### src/rtl/cam_search_ctrl.sv
// Search controller that makes a single-port RAM behave as a CAM.
// Writes go through in one cycle; a search scans addresses upward until the first match or the end of memory.
module cam_search_ctrl #(
  parameter int DATA_WIDTH = 14,
  parameter int ADDR_WIDTH = 12
) (
  input  logic                  clk,
  input  logic                  rst,
  input  logic                  wr_req,
  input  logic [ADDR_WIDTH-1:0] wr_addr,
  input  logic [DATA_WIDTH-1:0] wr_data,
  output logic                  wr_ack,
  input  logic                  srch_req,
  input  logic [DATA_WIDTH-1:0] srch_key,
  output logic                  srch_busy,
  output logic                  srch_done,
  output logic                  srch_hit,
  output logic [ADDR_WIDTH-1:0] srch_addr,
  output logic                  ram_we,
  output logic                  ram_match_en,
  output logic [DATA_WIDTH-1:0] ram_din,
  output logic [ADDR_WIDTH-1:0] ram_addr,
  input  logic [DATA_WIDTH-1:0] ram_dout
);

  localparam logic [ADDR_WIDTH-1:0] LAST = '1;

  typedef enum logic [1:0] {IDLE, WRITE, SCAN, DONE} state_t;

  state_t                state;
  logic [DATA_WIDTH-1:0] key;
  logic [DATA_WIDTH-1:0] dout_q;
  logic                  last_wr;
  logic                  rd_vld;
  logic                  cmp_vld;
  logic [ADDR_WIDTH-1:0] rd_addr;
  logic [ADDR_WIDTH-1:0] cmp_addr;
  logic                  key_eq;

  assign key_eq = (dout_q == key);

  always_ff @(posedge clk) begin
    if (rst) begin
      state        <= IDLE;
      key          <= '0;
      dout_q       <= '0;
      last_wr      <= 1'b0;
      rd_vld       <= 1'b0;
      cmp_vld      <= 1'b0;
      rd_addr      <= '0;
      cmp_addr     <= '0;
      wr_ack       <= 1'b0;
      srch_busy    <= 1'b0;
      srch_done    <= 1'b0;
      srch_hit     <= 1'b0;
      srch_addr    <= '0;
      ram_we       <= 1'b0;
      ram_match_en <= 1'b0;
      ram_din      <= '0;
      ram_addr     <= '0;
    end else begin
      // Read pipeline: stage 1 = RAM access, stage 2 = registered data ready to compare.
      rd_vld   <= (state == SCAN) && ram_match_en;
      rd_addr  <= ram_addr;
      dout_q   <= ram_dout;
      cmp_vld  <= (state == SCAN) && rd_vld;
      cmp_addr <= rd_addr;

      case (state)
        IDLE: begin
          if (wr_req && (!srch_req || !last_wr)) begin
            state    <= WRITE;
            last_wr  <= 1'b1;
            wr_ack   <= 1'b1;
            ram_we   <= 1'b1;
            ram_addr <= wr_addr;
            ram_din  <= wr_data;
          end else if (srch_req) begin
            state        <= SCAN;
            last_wr      <= 1'b0;
            key          <= srch_key;
            srch_busy    <= 1'b1;
            srch_hit     <= 1'b0;
            srch_addr    <= '0;
            ram_match_en <= 1'b1;
            ram_addr     <= '0;
          end
        end
        WRITE: begin
          wr_ack <= 1'b0;
          ram_we <= 1'b0;
          state  <= IDLE;
        end
        SCAN: begin
          // ram_addr doubles as the scan pointer; it parks on LAST rather than wrapping.
          if (ram_match_en) begin
            if (ram_addr == LAST) ram_match_en <= 1'b0;
            else                  ram_addr     <= ram_addr + 1'b1;
          end
          if (cmp_vld && (key_eq || cmp_addr == LAST)) begin
            state        <= DONE;
            srch_busy    <= 1'b0;
            srch_done    <= 1'b1;
            srch_hit     <= key_eq;
            srch_addr    <= key_eq ? cmp_addr : '0;
            ram_match_en <= 1'b0;
          end
        end
        DONE: begin
          srch_done <= 1'b0;
          state     <= IDLE;
        end
        default: state <= IDLE;
      endcase
    end
  end

endmodule
### config.mk
export PLATFORM = sky130hd
export DESIGN_NAME = cam_search_ctrl
export DESIGN_NICKNAME = d
export VERILOG_FILES = /design/src/rtl/cam_search_ctrl.sv
export SDC_FILE = /design/constraint.sdc
export NUM_CORES = 1
export LEC_CHECK = 0
export ABC_AREA = 1
export BUFFER_PORTS_ARGS = -buffer_cell sky130_fd_sc_hd__buf_2
export CORE_MARGIN = 2
export CORE_UTILIZATION = 25
export CTS_CLUSTER_SIZE = 30
export DETAILED_ROUTE_END_ITERATION = 16
export SLEW_MARGIN = 40
export SYNTH_ARGS = -nofsm -noshare
export SYNTH_HDL_FRONTEND = slang
export SYNTH_SLANG_ARGS = --single-unit
### constraint.sdc
create_clock -name clk -period 2.3 [get_ports clk]
set_input_delay 0.345 -clock clk [delete_from_list [all_inputs] [get_ports clk]]
set_output_delay 0.345 -clock clk [all_outputs]
set_load 0.02 [all_outputs]
==> impl_metrics.py <==
metrics = {
    "run_status": {
        "outcome": "complete, no violations",
    },
    "critical_path": {
        "path_max_fanout": 15,
        "max_stage_delay_ns": 0.38,
        "critical_path.startpoint_type": "flop",
        "cp_num_buf_inv": 2,
        "worstPathRequired_ns": 2.54,
        "cpMostUsedCell": "nand2_1",
        "cpLargestDelayFamily": "compound AO/OA/AOI/OAI gates",
        "slowest_stage": "o21ai_4",
        "criticalPathCategory": "reg2reg",
        "crit_arrival_ns": 2.22,
        "worstPathCellList": "ha_1, nand2_1, nor2_1, nand2_1, o21ai_1, o21ai_4, clkinv_2, o21ai_0, inv_1",
        "end_kind": "flop",
    },
    "global_routing": {
        "antenna_found_initial": 0,
        "grt_max_degree": 39,
        "grt_pass1_wl_um": 16320,
        "overflow": 0,
        "grtUsageTotal": 0.1237,
        "grt_pass1_vias": 3335,
    },
    "timing": {
        "min_period_over_period": 0.8625,
        "setup_tns_ns": 0,
        "worst_pin_slew_ns": 0.4997,
        "fin_crit_ns": 1.984,
        "rsz0062_at_grt": "false",
        "slew_violations": 0,
        "clock.fmax_mhz": 504.1,
        "slew_headroom": 0.6657,
        "skew_ns": 0.007980,
        "setup_viol": 0,
        "hold_violations": 0,
    },
    "synthesis": {
        "synth_top_family_by_area": "simple AND/OR/NAND/NOR gates",
        "ys_seq_elements": 100,
        "synthCells": 543,
        "yosys_warnings": 0,
        "synthesis.nets": 602,
        "synth_compound_area_frac": 0.1274,
        "async_reset_ff_frac": 0,
        "synth_mux_area_frac": 0,
        "synth_ff_type": "dfxtp_1",
        "syn_area_sq_mm": 0.003998,
        "seq_area_frac_synth": 0.5008,
        "synth_xor_area_frac": 0.004382,
        "ys_types": 32,
        "synthSimpleGateAreaFrac": 0.2563,
        "avgSynthCellArea_sq_um": 7.362,
        "synthAdderAreaFrac": 0.003130,
        "synth_edf_count": 0,
    },
    "clock_tree": {
        "h-tree-depth": 3,
        "cts_root_buf": "clkbuf_16",
        "cts_setup_buffers": 0,
        "post_cts_resized": 0,
        "cts_tree": "built",
        "numClockSinks": 100,
        "cts_buffers": 9,
        "clk_pin_slew_ns": 0.07,
        "clock_path_buffers": 2,
        "cts-hold-fix-buffers": 0,
        "clock_latency_ns": 0.35,
    },
    "power_and_ir_drop": {
        "powerDensity_mw_per_mm2": 823.5,
        "max-vdd-ir-drop_uv": 417.5,
        "p_leak_nw": 2.283,
        "total_power_mw": 4.126,
    },
    "route": {
        "first_pass_iters": 5,
        "drc": 0,
        "via_per_inst": 4.102,
        "drt-total-wl_um": 10040,
        "vias": 3515,
        "ant_nets": 0,
        "drtIter0Drc": 270,
        "routedWlPerCell_um": 11.71,
    },
    "cells_and_area": {
        "areaGrowthSynthToFinish_pct": 25.32,
        "fin_nets": 696,
        "fillers": 1759,
        "num_antenna_cells": 0,
        "drive_above_1_share": 0.2200,
    },
    "floorplan": {
        "start_util": 0.2535,
        "fp.dieH_um": 130.5,
        "ios": 102,
        "die_area_sq_mm": 0.01702,
        "core_area_sq_mm": 0.01577,
        "die_w_um": 130.5,
        "row_count": 46,
    },
    "placed_design": {
        "portBuffers": 101,
        "gp_congestion": 0.7972,
        "detailedPlacementHpwl_um": 7181,
    },
    "flow_run": {
        "cap_violations": 0,
    },
    "hold_path": {
        "hp-class": "in2reg",
    },
}
## tightest hold or removal path, delay by kind of cell
kind                   cells  cell delay, ns
AND/OR/NAND/NOR            1            0.06
buffers and inverters      2            0.10
## through the flow
stage	setup WS (ns)	util	cells	instance area, sq um	hold WS (ns)
after floorplan	0.5423	-	543	3998	0.3883
after global placement	0.4059	0.2977	842	4695	0.3931
after detailed placement	0.3327	0.2977	842	4695	0.3942
after CTS	0.3210	0.3177	857	5010	0.1853
after global routing	0.09947	0.3177	857	5010	0.1895
final	0.3161	0.3177	857	5010	0.1979
## where the power goes
part / internal [mW] / switching, mW / leakage (nW)
Clock: 0.946 / 0.657 / 0.140
Combinational: 0.198 / 0.390 / 1.32
Sequential: 1.85 / 0.0815 / 0.820
Total: 3.00 / 1.13 / 2.28
## layout make-up
| cell class | count | area (sq um) | area share |
|---|---|---|---|
| flip-flops and latches | 100 | 2002 | 0.3996 |
| multi-input cells | 339 | 1564 | 0.3122 |
| repair buffers | 108 | 558.0 | 0.1114 |
| inverters | 79 | 300.3 | 0.05994 |
| well taps | 216 | 270.3 | 0.05395 |
| clock buffers | 9 | 225.2 | 0.04496 |
| clock inverters | 6 | 90.09 | 0.01798 |
## routing by layer
metal  GRT usage  vias up  part of all wire
met5           0        -                 0
met4     0.03942        0             0.013
met3     0.04316       12             0.069
met2      0.1922      105              0.43
met1      0.1620     1508              0.49
li1            -     1890                 -
## cell families after synthesis
logic type | count (synthesis)
buf+inv | 104
flops | 100
fa+ha+maj | 1
simple gates | 241
compound gates | 95
xor+xnor | 2
## cells in the final DEF (no fill, tap or decap)
cell type	n
o31ai_1	1
o2111ai_1	1
inv_4	1
o21ai_0	43
nor2_2	3
nor3_1	3
clkbuf_16	9
xor2_1	2
nor2_1	91
bufinv_16	2
o211ai_2	1
nor2_4	1
o21ai_1	5
dfxtp_1	100
clkinvlp_4	4
a31oi_2	1
nand2_2	3
inv_2	4
nand3_1	23
nand4_1	17
o21ai_4	1
nand3_2	1
nand2_1	98
nor2_8	1
a21oi_1	41
clkinv_2	1
ha_1	1
buf_4	7
inv_1	73
a31oi_1	1
buf_2	101
## synthesized netlist by cell type, types with 2 or more instances
library cell | number | area, sq um
dfxtp_1 | 100 | 2002
nand2_1 | 98 | 367.9
nor2_1 | 91 | 341.6
inv_1 | 73 | 274.0
o21ai_0 | 43 | 215.2
a21oi_1 | 41 | 205.2
nand3_1 | 23 | 115.1
nand4_1 | 17 | 106.4
clkbuf_1 | 11 | 41.29
buf_2 | 8 | 40.04
o21ai_1 | 5 | 25.02
inv_2 | 4 | 15.01
buf_6 | 3 | 33.78
nand2_2 | 3 | 18.77
nor2_2 | 3 | 18.77
nor3_1 | 3 | 15.01
xor2_1 | 2 | 17.52
## state kept, by name, summed over array words and instances, names as in the netlist
signal / count
ram_din: 14
key: 14
srch_hit: 1
cmp_addr: 12
srch_busy: 1
ram_addr: 12
last_wr: 1
rd_vld: 1
srch_addr: 12
cmp_vld: 1
rd_addr: 12
srch_done: 1
dout_q: 14
ram_match_en: 1
state: 2
ram_we: 1
## path summary, 6_finish.rpt
check        slack [ns]     endpoint   startpoint  cells past startpoint
max                0.32  ram_addr[4]  ram_addr[0]                      9
min reg2reg        0.40  cmp_addr[0]   rd_addr[0]                      2
min                0.20    dout_q[9]  ram_dout[9]                      3
max reg2reg        0.32  ram_addr[4]  ram_addr[0]                      9
Note: power is estimated with default switching activity, not from simulation.
